## config.mk

```make
export PLATFORM = sky130hd
export DESIGN_NAME = flash_save_sched
export DESIGN_NICKNAME = d
export VERILOG_FILES = /design/src/rtl/flash_save_sched.sv
export SDC_FILE = /design/constraint.sdc
export NUM_CORES = 1
export LEC_CHECK = 0
export BUFFER_PORTS_ARGS = -buffer_cell sky130_fd_sc_hd__buf_2
export CAP_MARGIN = 20
export CELL_PAD_IN_SITES_DETAIL_PLACEMENT = 1
export CELL_PAD_IN_SITES_GLOBAL_PLACEMENT = 2
export CORE_MARGIN = 8
export CORE_UTILIZATION = 34
export CTS_CLUSTER_DIAMETER = 50
export CTS_CLUSTER_SIZE = 28
export DETAILED_ROUTE_END_ITERATION = 12
export PLACE_DENSITY_LB_ADDON = 0.1
export SETUP_SLACK_MARGIN = 0.4
export SLEW_MARGIN = 0
export SYNTH_ARGS = -nofsm -noshare
export SYNTH_HDL_FRONTEND = slang
export SYNTH_SLANG_ARGS = --single-unit
```

## constraint.sdc

```tcl
create_clock -name clk -period 4.5 [get_ports clk]
set_clock_uncertainty 0.15 [all_clocks]
set_input_delay 0.45 -clock clk [delete_from_list [all_inputs] [get_ports clk]]
set_output_delay 0.45 -clock clk [all_outputs]
set_load 0.03 [all_outputs]
```

## src/rtl/flash_save_sched.sv

```systemverilog
// Save sequencer in front of the flash controller: splits one "save N words at A"
// request into block erases and buffer-sized program bursts, gated on source FIFO fill.
module flash_save_sched #(
  parameter int unsigned BUF_LOG2 = 9,
  parameter int unsigned BLK_LOG2 = 16,
  parameter int unsigned ADDR_W   = 25
) (
  input  logic                clk,
  input  logic                rst_n,
  input  logic                save_en,
  input  logic [ADDR_W-1:0]   save_addr,
  input  logic [ADDR_W-1:0]   save_length,
  input  logic                save_abort,
  input  logic [BUF_LOG2+1:0] fifo_count,
  output logic                busy,
  output logic                save_done,
  output logic                save_aborted,
  output logic                erase_en,
  output logic [ADDR_W-1:0]   erase_addr,
  input  logic                erase_done,
  output logic                prog_en,
  output logic [ADDR_W-1:0]   prog_addr,
  output logic [BUF_LOG2:0]   prog_length,
  input  logic                prog_done
);

  localparam int unsigned LEN_W = BUF_LOG2 + 1;
  localparam int unsigned BLK_W = ADDR_W - BLK_LOG2;
  localparam logic [LEN_W-1:0] BUF_WORDS = LEN_W'(1 << BUF_LOG2);

  typedef enum logic [2:0] {
    S_IDLE,
    S_CALC,
    S_ERASE,
    S_ERASE_WAIT,
    S_FIFO_WAIT,
    S_PROG,
    S_PROG_WAIT,
    S_DONE
  } state_e;

  state_e            state_q, state_d;
  logic [ADDR_W-1:0] cur_addr_q, cur_addr_d;
  logic [ADDR_W-1:0] rem_q, rem_d;
  logic [BLK_W-1:0]  erased_blk_q, erased_blk_d;
  logic              erased_vld_q, erased_vld_d;
  logic [LEN_W-1:0]  chunk_q, chunk_d;
  logic              abort_q, abort_d;

  logic              busy_w;
  logic              abort_pend;
  logic [BLK_W-1:0]  cur_blk;
  logic [LEN_W-1:0]  space;
  logic [LEN_W-1:0]  chunk_calc;

  always_comb begin
    busy_w     = (state_q != S_IDLE) && (state_q != S_DONE);
    abort_pend = abort_q | (save_abort & busy_w);
    cur_blk    = cur_addr_q[ADDR_W-1:BLK_LOG2];
    // Words left before the next buffer boundary; 1..2^BUF_LOG2.
    space      = BUF_WORDS - LEN_W'(cur_addr_q[BUF_LOG2-1:0]);
    chunk_calc = (rem_q < ADDR_W'(space)) ? rem_q[LEN_W-1:0] : space;
  end

  always_comb begin
    state_d      = state_q;
    cur_addr_d   = cur_addr_q;
    rem_d        = rem_q;
    erased_blk_d = erased_blk_q;
    erased_vld_d = erased_vld_q;
    chunk_d      = chunk_q;
    abort_d      = abort_pend;

    case (state_q)
      S_IDLE: begin
        if (save_en) begin
          cur_addr_d   = save_addr;
          rem_d        = save_length;
          erased_vld_d = 1'b0;
          abort_d      = 1'b0;
          state_d      = S_CALC;
        end
      end
      S_CALC: begin
        if ((rem_q == '0) || abort_pend) begin
          state_d = S_DONE;
        end else begin
          chunk_d = chunk_calc;
          if (erased_vld_q && (erased_blk_q == cur_blk)) state_d = S_FIFO_WAIT;
          else                                           state_d = S_ERASE;
        end
      end
      S_ERASE: state_d = S_ERASE_WAIT;
      S_ERASE_WAIT: begin
        if (erase_done) begin
          erased_blk_d = cur_blk;
          erased_vld_d = 1'b1;
          state_d      = abort_pend ? S_DONE : S_FIFO_WAIT;
        end
      end
      S_FIFO_WAIT: begin
        if (abort_pend)                        state_d = S_DONE;
        else if (fifo_count >= {1'b0, chunk_q}) state_d = S_PROG;
      end
      S_PROG: state_d = S_PROG_WAIT;
      S_PROG_WAIT: begin
        if (prog_done) begin
          cur_addr_d = cur_addr_q + ADDR_W'(chunk_q);
          rem_d      = rem_q - ADDR_W'(chunk_q);
          state_d    = S_CALC;
        end
      end
      S_DONE: begin
        abort_d = 1'b0;
        state_d = S_IDLE;
      end
      default: state_d = S_IDLE;
    endcase
  end

  always_ff @(posedge clk or negedge rst_n) begin
    if (!rst_n) begin
      state_q      <= S_IDLE;
      cur_addr_q   <= '0;
      rem_q        <= '0;
      erased_blk_q <= '0;
      erased_vld_q <= 1'b0;
      chunk_q      <= '0;
      abort_q      <= 1'b0;
    end else begin
      state_q      <= state_d;
      cur_addr_q   <= cur_addr_d;
      rem_q        <= rem_d;
      erased_blk_q <= erased_blk_d;
      erased_vld_q <= erased_vld_d;
      chunk_q      <= chunk_d;
      abort_q      <= abort_d;
    end
  end

  // Addresses and length come straight from registers that only move on a
  // completion pulse, so they stay stable for the whole handshake.
  always_comb begin
    busy         = busy_w;
    save_done    = (state_q == S_DONE);
    save_aborted = (state_q == S_DONE) & abort_q;
    erase_en     = (state_q == S_ERASE);
    erase_addr   = {cur_blk, {BLK_LOG2{1'b0}}};
    prog_en      = (state_q == S_PROG);
    prog_addr    = cur_addr_q;
    prog_length  = chunk_q;
  end

endmodule

```

## After elaboration in Yosys (flattened, before gate mapping)

Index checks and enable logic that the tools add are counted.

- Bits in registers: 74
- Output and inout port bits: 65

- Add/subtract/negate cells: 3
- Equal/unequal tests: 13
- Muxes and demuxes: 21
- Reduce and logical (&&, ||, !) cells: 13
- Bitwise logic cells: 4
- Order comparisons: 2

Operators with widths:

| operator | number |
|---|---|
| 2-to-1 mux 25 bit | 4 |
| one-hot mux 25 bit (2 select lines) | 2 |
| adder 25 x 10 -> 25 bit | 1 |
| zero test 25 bit | 1 |
| less-than comparator 25 x 10 -> 1 bit | 1 |
| subtractor 25 x 10 -> 25 bit | 1 |
| one-hot mux 3 bit (8 select lines) | 1 |
| 2-to-1 mux 3 bit | 7 |
| == test 3 bit (second input constant) | 4 |
| greater-or-equal comparator 11 x 10 -> 1 bit | 1 |
| 2-to-1 mux 10 bit | 1 |
| subtractor 10 x 9 -> 10 bit (first input constant) | 1 |
| == test 9 bit | 1 |
| == test 3 x 2 -> 1 bit (second input constant) | 2 |
| != test 2 bit (second input constant) | 3 |
| != test 3 bit (second input constant) | 2 |
| AND reduction 3 bit | 2 |
| one-hot mux 1 bit (2 select lines) | 2 |
| AND reduction 2 bit | 2 |
| AND reduction 4 bit | 1 |
| nonzero test 2 bit | 2 |
| == test 3 x 1 -> 1 bit (second input constant) | 1 |
| zero test 3 bit | 1 |
| 2-to-1 mux 1 bit | 3 |
| 7 further kinds | 9 |

## Logic depth before layout (Yosys ltp)

Gate-level depths: netlist of the first run.

- Depth in word-level cells: 7
- Gate-level depth with buffers: 12
- Gate-level depth less buffers: 11

## Least setup slack after synthesis of the first run

Ideal clock, no wire load.

- Path kind: reg2reg
- Start: reg chunk_q[8], in the netlist prog_length[8]
- End: reg rem_q[20]
- Buffers on the path: 1
- Clock period less this slack: 2973 ps
- Setup slack: 1527 ps
- Arrival time: 2702 ps
- Stages on the path, launching flop included: 11
- Setup time: 121 ps
- Path through: dfrtp_1 inv_1 ha_1 clkbuf_1 and4_1 nand3_1 a21oi_1 nor4_1 nand3_1 o22a_1 o22a_1

- Cells in the longest elaborated chain, start to end: 3

Ends and longest elaborated chain:

| item | RTL line | source |
|---|---|---|
| start: declaration | 47 | `logic [LEN_W-1:0] chunk_q, chunk_d;` |
| start signal: assignment | 136 | `chunk_q <= chunk_d;` |
| subtractor 25 x 10 -> 25 bit | 109 | `rem_d = rem_q - ADDR_W'(chunk_q);` |
| 2-to-1 mux 25 bit | 107 | `if (prog_done) begin` |
| one-hot mux 25 bit (2 select lines) | 74 | `case (state_q)` |
| end signal: assignment | 133 | `rem_q <= rem_d;` |
| end: declaration | 44 | `logic [ADDR_W-1:0] rem_q, rem_d;` |

Every way passes these cells. The select of a mux whose other input is x is not followed.
A chain may end at the register's enable or synchronous reset.

## Worst setup path in the final report of the first run

- Start: reg cur_addr_q[1], in the netlist prog_addr[1]
- End: reg chunk_q[2], in the netlist prog_length[2]

- Cells in the longest elaborated chain, start to end: 3

Ends and longest elaborated chain:

| item | RTL line | source |
|---|---|---|
| start: declaration | 43 | `logic [ADDR_W-1:0] cur_addr_q, cur_addr_d;` |
| start signal: assignment | 132 | `cur_addr_q <= cur_addr_d;` |
| subtractor 10 x 9 -> 10 bit (*) | 61 | `space = BUF_WORDS - LEN_W'(cur_addr_q[BUF_LOG2-1:0]);` |
| less-than comparator 25 x 10 -> 1 bit | 62 | `chunk_calc = (rem_q < ADDR_W'(space)) ? rem_q[LEN_W-1:0] : space;` |
| 2-to-1 mux 10 bit (*) | 62 |  |

Mark *: on every way between the ends. The rest lies on a longest branch, timed or not.

==> flow_summary.yaml, run 1 <==
final_layout:
  num_antenna_cells: 0
  final_cell_mix: "114 x buf_2, 74 x dfrtp_1, 66 x nand2_1, 66 x a21oi_1, 52 x nor2_1"
  final_common_cell: "buf_2"
  area_growth_pct: 17.8
  drive_gt1_share_pct: 20.5
  nNetsFinal: 899
worst_setup_path:
  crit_path_start_kind: "flip-flop"
  required_ps: 4590
  path_max_fanout: 7
  critPathMaxStageDelay_ps: 560
  worst-setup-path-type: "reg -> reg"
  worstSetupEndpointType: "flip-flop"
  critPathLaunch: "prog_addr[1]"
  critPathBufInv: 1
  arrival_ps: 3550
  slowest_stage: "a311oi_2"
  path_delay_family: "compound AO/OA/AOI/OAI gates"
  timing.rr.start: "prog_addr[1]"
  timing.critical_path.cells: "nor3_1 > nor3b_1 > xor2_1 > ha_1 > a211oi_1 > o21ai_1 > a311oi_2 > buf_4 > mux2i_1 > mux2_2"
timing:
  rsz0062_at_grt: "no"
  hold_slack_ps: 182
  fin_setup_tns_ps: 0
  drv_slew: 0
  setup_violations: 0
  fmax_mhz: 289
  worstMarginPinSlew_ps: 885
  hold_viol: 0
  slew-limit-headroom_pct: 40.9
  period_minus_slack_ps: 3460
  worst_slack_ps: 1040
  finalCritPeriodShare_pct: 76.8
pwr:
  vdd_drop_max_uv: 284
  leakage_nw: 2.98
  power_density_nw_per_um2: 845
drt:
  ant_nets: 0
  vias: 5545
  viasPerCell: 5.46
  wirelength_um: 19900
  detail_route.first_pass.iterations: 4
  wire_per_inst_um: 19.6
  drc: 0
  drtIter0Drc: 198
clocking:
  clock-root-buffer: "clkbuf_16"
  clock_sinks: 74
  cts_tree: "yes"
  clk_path_buf_depth: 2
  clkTransAtPathRegs_ps: 70
  h-tree-depth: 3
  cts_made_buffers: 9
  clock_latency_ps: 360
  cts_setup_buffers: 0
placement:
  io_buffers: 115
  gp_congestion: 0.803
  pre_cts_slack_ps: 1140
  hpwlAfterDp_um: 15300
floorplan:
  row_count: 47
  fp.dieH_um: 146
  ios: 132
  die_w_um: 146
  dieArea_um2: 21200
  coreArea_um2: 16500
  initial_core_util_pct: 34.6
yosys:
  syn_area_per_cell_um2: 8.27
  synthArstFlopShare_pct: 100
  synth_area_um2: 5730
  yosysWarnings: 0
  synthDistinctLibCells: 60
  synth.area.top_cells: "dfrtp_1 32%, ha_1 8.7%, a21oi_1 5.9%"
  synth-edff-count: 0
  synth_top_area_cell: "dfrtp_1"
  ys_seq_elements: 74
  ys.flop_type: "dfrtp_1"
  yosysSeqAreaShare_pct: 32.3
  synth_top_area_share_pct: 32.3
  netlist_instances: 692
grt:
  antenna_found_initial: 0
  track_usage_pct: 19.1
  grt_util_met2_pct: 34.1
  gr-usage-met3_pct: 4.26
  busiest_layer: "met2"
  grt_pass1_wl_um: 32700
  use_met1_pct: 22.2
  first_global_vias: 6021
  overflow: 0
  grt_max_degree: 75
run_status:
  status: "complete, no violations"
hold_path:
  hp-start: "save_length[23]"
  hold_path.class: "in -> reg"
job:
  maxCapViolCount: 0
layer usage:
metal  wire length (um)  up-vias  share of wire (%)
met4                350        0                1.8
li1                   -     2676                  -
met5                  0        -                  0
met3                742       27                3.7
met1               8560     2736                 43
met2              10200      106                 51
logic make-up after synthesis:
kind of cell | after synthesis | share of synthesized area (%)
compound gates | 207 | 22.3
xor+xnor | 26 | 3.98
fa+ha+maj | 42 | 9.44
buf+inv | 87 | 7.50
flops | 74 | 32.3
mux | 29 | 5.44
other cells | 1 | 0.0655
simple gates | 226 | 18.9
worst min-delay path, delay by kind of cell:
| family | cells | cell delay [ps] |
|---|---|---|
| simple gates | 1 | 50 |
| buf+inv | 1 | 90 |
| compound gates | 1 | 60 |
per-stage QoR:
stage          instance area, um^2  utilization [%]  power, mW  cells
2_1_floorplan                 5780                -       3.97    707
3_3_place_gp                  6420             38.9       4.86    997
3_5_place_dp                  6420             38.9       4.98    997
4_1_cts                       6720             40.6       5.77   1013
5_1_grt                       6750             40.8       6.24   1015
6_report                      6750             40.8       5.70   1015
area by class of cell:
type,count,area [um^2]
Fill cell,2025,9780
Multi-Input combinational cell,546,3520
Timing Repair Buffer,126,676
Inverter,33,124
Sequential cell,74,1850
Tap cell,220,275
Clock inverter,6,65.1
Clock buffer,10,229
where the power goes:
part / leakage [nW] / internal (mW) / switching, mW / total, mW
registers: 0.864 / 0.989 / 0.554 / 1.54
clock network: 0.143 / 0.431 / 0.313 / 0.743
logic: 1.97 / 1.32 / 2.09 / 3.41
total: 2.98 / 2.74 / 2.96 / 5.70
flip-flops by register name, summed over array words and instances, names as in the netlist:
| signal | flops |
|---|---|
| abort_q | 1 |
| erased_blk_q | 9 |
| prog_addr | 25 |
| prog_length | 10 |
| state_q | 3 |
| rem_q | 25 |
| erased_vld_q | 1 |
cell usage after synthesis (8+ instances only):
cell type  instances
mux2_2            17
nor3_1            22
clkbuf_1          26
nand2_1           66
and3_1            11
a21oi_1           67
nor2b_1            9
mux2i_1           12
a211oi_1          10
o21ai_1            8
dfrtp_1           74
inv_1             33
o22ai_1            9
buf_4             25
nor2_1            53
nand3_1           21
a31oi_1           11
xnor2_1           19
o21ai_0           46
ha_1              40
nand4_1           10
nor4_1            11
worst paths after layout:
path | end | slack, ps | depth (start not counted)
min in group asynchronous | state_q[1] | 450 | 2
max | prog_length[2] | 1040 | 10
min reg2reg | erased_blk_q[1] | 380 | 1
max in group asynchronous | prog_length[5] | 3120 | 3
max reg2reg | prog_length[2] | 1040 | 10
min | rem_q[23] | 180 | 3
what timing repair did:
action / CTS / global route
resized for setup: 0 / 0
hold buffers: 0 / 1
endpoints found under the setup margin: 0 / 0
endpoints found under the hold margin: 0 / 36
Note: power is estimated with default switching activity, not from simulation.
==> run 2: changes to the inputs <==
--- a/config.mk
+++ b/config.mk
@@ -10,7 +10,7 @@
 export CELL_PAD_IN_SITES_DETAIL_PLACEMENT = 1
 export CELL_PAD_IN_SITES_GLOBAL_PLACEMENT = 2
 export CORE_MARGIN = 8
-export CORE_UTILIZATION = 34
+export CORE_UTILIZATION = 29
 export CTS_CLUSTER_DIAMETER = 50
 export CTS_CLUSTER_SIZE = 28
 export DETAILED_ROUTE_END_ITERATION = 12
==> constraint.sdc (replaced) <==
create_clock -name clk -period 3.1 [get_ports clk]
set_clock_uncertainty 0.15 [all_clocks]
set_input_delay 0.31 -clock clk [delete_from_list [all_inputs] [get_ports clk]]
set_output_delay 0.31 -clock clk [all_outputs]
set_load 0.03 [all_outputs]
==> run 2 against run 1 <==
  * Via count grew 4.4%
  * Worst hold slack worse by 120 ps
  * Wire length up 9.6%
  * Sequential share of layout area is 2.6 points lower
  * Power grew 62%
  * Critical path depth rose by 1
  * Non-clock buffer count is 57 higher
  * Combinational power grew 78%
  * Largest power group unchanged
==> flow_summary.yaml, run 2 (synthesis results as in run 1) <==
drt:
  drtIter0Drc: 152
  drc: 0
  ant_nets: 0
  wire_per_inst_um: 19.5
  wirelength_um: 21800
  detail_route.first_pass.iterations: 4
  viasPerCell: 5.18
  vias: 5791
floorplan:
  row_count: 51
  initial_core_util_pct: 29.5
  fp.dieH_um: 157
  die_w_um: 157
  coreArea_um2: 19400
  dieArea_um2: 24500
  ios: 132
clocking:
  cts_made_buffers: 9
  clock-root-buffer: "clkbuf_16"
  clk_path_buf_depth: 2
  clock_sinks: 74
  h-tree-depth: 3
  clkTransAtPathRegs_ps: 70
  cts_tree: "yes"
  clock_latency_ps: 350
timing:
  slew-limit-headroom_pct: 61.9
  worstMarginPinSlew_ps: 570
  fin_setup_tns_ps: 0
  rsz0062_at_grt: "yes"
  fmax_mhz: 350
  hold_slack_ps: 58.9
  drv_slew: 0
  period_minus_slack_ps: 2860
  worst_slack_ps: 243
  hold_viol: 0
  finalCritPeriodShare_pct: 92.2
  setup_violations: 0
worst_setup_path:
  worstSetupEndpointType: "flip-flop"
  worst-setup-path-type: "reg -> reg"
  arrival_ps: 2930
  crit_path_start_kind: "flip-flop"
  path_max_fanout: 6
  required_ps: 3180
final_layout:
  final_cell_mix: "114 x buf_2, 66 x buf_4, 65 x nand2_1, 65 x dfrtp_1, 63 x a21oi_1"
  nNetsFinal: 956
  final_common_cell: "buf_2"
  utilization_pct: 38.7
  drive_gt1_share_pct: 32.2
  num_antenna_cells: 0
  area_growth_pct: 31.1
  final_area_um2: 7500
grt:
  overflow: 0
  grt_max_degree: 75
  track_usage_pct: 17.8
  antenna_found_initial: 0
  grt_pass1_wl_um: 34300
  first_global_vias: 6108
placement:
  dpl-instance-area_um2: 6740
  gp_congestion: 0.810
  hpwlAfterDp_um: 16700
  pre_cts_slack_ps: 24.2
  io_buffers: 115
job:
  maxCapViolCount: 0
hold_path:
  hold_path.class: "in -> reg"
pwr:
  vdd_drop_max_uv: 507
  leakage_nw: 3.28
  power_density_nw_per_um2: 1230
run_status:
  status: "complete, no violations"
[run 2: per-layer routing]
layer	global-route usage [%]	share of wire, %
met1	21.2	43
met4	5.40	2.3
met5	0	0
met3	3.83	4.4
met2	31.3	51
[run 2: worst paths after layout]
check	depth (start not counted)	start	slack, ps	endpoint
setup reg to reg	11	prog_addr[2]	240	prog_length[8]
min in group asynchronous	2	rst_n	310	state_q[0]
hold / removal	3	save_length[14]	60	rem_q[14]
max in group asynchronous	3	rst_n	1840	prog_addr[0]
setup / recovery	11	prog_addr[2]	240	prog_length[8]
hold reg to reg	1	erased_blk_q[1]	380	erased_blk_q[1]
[run 2: critical path: stages, from the launching register on]
cell	delay, ps
dfrtp_2	480
nor2_4	120
nand2_2	110
nor4_4	230
xor2_1	240
ha_1	300
a21oi_2	130
o21ai_1	90
a311oi_2	310
buf_4	230
mux2i_1	90
mux2_2	270
[run 2: timing repair]
item                                    4_1_cts  5_1_grt
setup buffers                                18       11
resized for setup                            15       39
endpoints found under the setup margin       21       36
hold buffers                                  0        1
pin swaps                                    15       24
hold endpoints to repair                      0       33
[run 2: area by class of cell]
| type | count | area, um^2 |
|---|---|---|
| flip-flops and latches | 74 | 1860 |
| well taps | 265 | 332 |
| multi-input cells | 546 | 3770 |
| clock buffers | 10 | 229 |
| inverters | 33 | 124 |
| clock inverters | 6 | 66.3 |
| fillers | 2374 | 11900 |
| repair buffers | 183 | 1110 |
[run 2: power by group]
part	switching (mW)	leakage, nW	total [mW]	internal (mW)
Clock	0.473	0.147	1.10	0.628
Sequential	0.623	0.855	2.07	1.45
Combinational	3.57	2.28	6.07	2.50
Total	4.67	3.28	9.25	4.58
[run 2: stage by stage]
stage / total power [mW] / cells
after CTS: 9.01 / 1104
after floorplan: 5.83 / 707
after global routing: 10.1 / 1117
after detailed placement: 7.58 / 1070
final: 9.25 / 1117
after global placement: 7.43 / 1070
==> run 3: changes to the inputs <==
--- a/config.mk
+++ b/config.mk
@@ -8,9 +8,9 @@
 export BUFFER_PORTS_ARGS = -buffer_cell sky130_fd_sc_hd__buf_2
 export CAP_MARGIN = 20
 export CELL_PAD_IN_SITES_DETAIL_PLACEMENT = 1
-export CELL_PAD_IN_SITES_GLOBAL_PLACEMENT = 2
+export CELL_PAD_IN_SITES_GLOBAL_PLACEMENT = 1
 export CORE_MARGIN = 8
-export CORE_UTILIZATION = 29
+export CORE_UTILIZATION = 37
 export CTS_CLUSTER_DIAMETER = 50
 export CTS_CLUSTER_SIZE = 28
 export DETAILED_ROUTE_END_ITERATION = 12
==> run 3 against run 2 <==
  * Flip-flop and latch count stayed put
  * Largest cell class unchanged
  * Critical path depth rose by 1
  * Worst hold slack got worse by 28 ps
  * Sequential share of layout area is 0.50 points higher
  * Critical endpoint is now prog_length[4]
  * Clock power hardly changed
  * Maximum frequency decreased by 0.67%
  * Combinational power decreased by 0.8%
==> flow_summary.yaml, run 3 (synthesis results as in run 1) <==
drt:
  detail_route.first_pass.iterations: 4
  ant_nets: 0
  viasPerCell: 5.67
  wirelength_um: 20900
  drtIter0Drc: 325
  vias: 5856
  drc: 0
  wire_per_inst_um: 20.2
clocking:
  clk_path_buf_depth: 2
  clock-root-buffer: "clkbuf_16"
  cts_made_buffers: 9
  cts_tree: "yes"
  clock_latency_ps: 360
  h-tree-depth: 3
  clkTransAtPathRegs_ps: 60
  clock_sinks: 74
grt:
  track_usage_pct: 21.2
  overflow: 0
  grt_max_degree: 75
  antenna_found_initial: 0
  first_global_vias: 6262
  grt_pass1_wl_um: 33300
final_layout:
  area_growth_pct: 28.3
  n_fill_cell: 1846
  num_antenna_cells: 0
  instances_no_fill: 1033
  multiInputGateArea_um2: 3750
  final_common_cell: "buf_2"
  drive_gt1_share_pct: 31.5
  nNetsFinal: 949
  seqCellArea_um2: 1860
  final_cell_mix: "114 x buf_2, 67 x dfrtp_1, 66 x nand2_1"
floorplan:
  dieArea_um2: 19700
  die_w_um: 140
  coreArea_um2: 15100
  fp.dieH_um: 140
  row_count: 45
  ios: 132
  initial_core_util_pct: 37.8
worst_setup_path:
  crit_path_start_kind: "flip-flop"
  required_ps: 3190
  arrival_ps: 2970
  path_max_fanout: 7
  worstSetupEndpointType: "flip-flop"
  worst-setup-path-type: "reg -> reg"
timing:
  fmax_mhz: 348
  setup_violations: 0
  slew-limit-headroom_pct: 49.1
  drv_slew: 0
  fin_setup_tns_ps: 0
  period_minus_slack_ps: 2880
  rsz0062_at_grt: "yes"
  worstMarginPinSlew_ps: 762
  hold_viol: 0
  finalCritPeriodShare_pct: 92.8
hold_path:
  hold_path.class: "in -> reg"
pwr:
  power_density_nw_per_um2: 1250
  vdd_drop_max_uv: 506
  leakage_nw: 3.25
placement:
  hpwlAfterDp_um: 15500
  gp_congestion: 0.833
  io_buffers: 115
  placedCellCount: 989
job:
  maxCapViolCount: 0
run_status:
  status: "complete, no violations"
==> run 3: cell count changes in the layout (fill, tap and decap cells not counted), moves of 3 or more <==
cell	delta
inv_2	+3
buf_4	-10
inv_1	-3
nor2_2	+4
buf_6	+3
==> run 3: routing by layer <==
metal	vias up	routed length, um	share of wire, %	GRT usage (%)
met5	-	0	0	0
met4	0	311	1.5	6.97
met3	22	1220	5.8	4.76
met2	147	10100	48	35.7
met1	2917	9250	44	26.2
li1	2770	-	-	-
==> run 3: worst max-delay path, cell delays in order (launching register included) <==
cell and delay (ps):
dfrtp_2 460, inv_2 100, ha_4 170, inv_2 60, nor4_4 210, xor2_1 220, ha_1 290, a21oi_2 120
o21ai_1 70, a311oi_2 360, buf_6 200, mux2i_1 80, mux2_4 270
==> run 3: power breakdown <==
part	switching (mW)	internal (mW)
combinational	3.59	2.42
clock	0.471	0.630
sequential	0.626	1.45
==> run 3: through the flow <==
step                hold slack [ps]  cell area, um^2  setup WS, ps  utilization [%]  total power [mW]
floorplan                      -136             5830           401                -              5.83
global placement                351             6610           211             43.6              7.23
detailed placement              369             6610           148             43.6              7.46
CTS                            22.7             7110           282             46.9              8.89
global route                   50.0             7350           124             48.5              9.88
finish                         30.4             7350           224             48.5              9.19
==> run 3: area by class of cell <==
class                      count  area share (%)
timing repair buffer         176            14.6
inverter                      33            1.69
clock buffer                   9            3.07
multi-input combinational    546            51.0
clock inverter                 7            1.07
tap                          188            3.20
sequential                    74            25.3
==> run 3: worst paths after layout <==
check,startpoint,endpoint,slack (ps),cells past startpoint
max,prog_addr[1],prog_length[4],220,12
min,save_length[23],rem_q[23],30,3
max reg2reg,prog_addr[1],prog_length[4],220,12
min reg2reg,erased_blk_q[8],erased_blk_q[8],380,1
max in group asynchronous,rst_n,rem_q[16],1890,3
min in group asynchronous,rst_n,rem_q[1],300,2
==> run 3: what timing repair did <==
item | 4_1_cts | 5_1_grt
setup buffers | 15 | 11
resized for setup | 21 | 34
pin swaps | 22 | 15
setup endpoints to repair | 22 | 34
hold endpoints to repair | 0 | 30
cloned | 0 | 0
hold buffers | 0 | 1
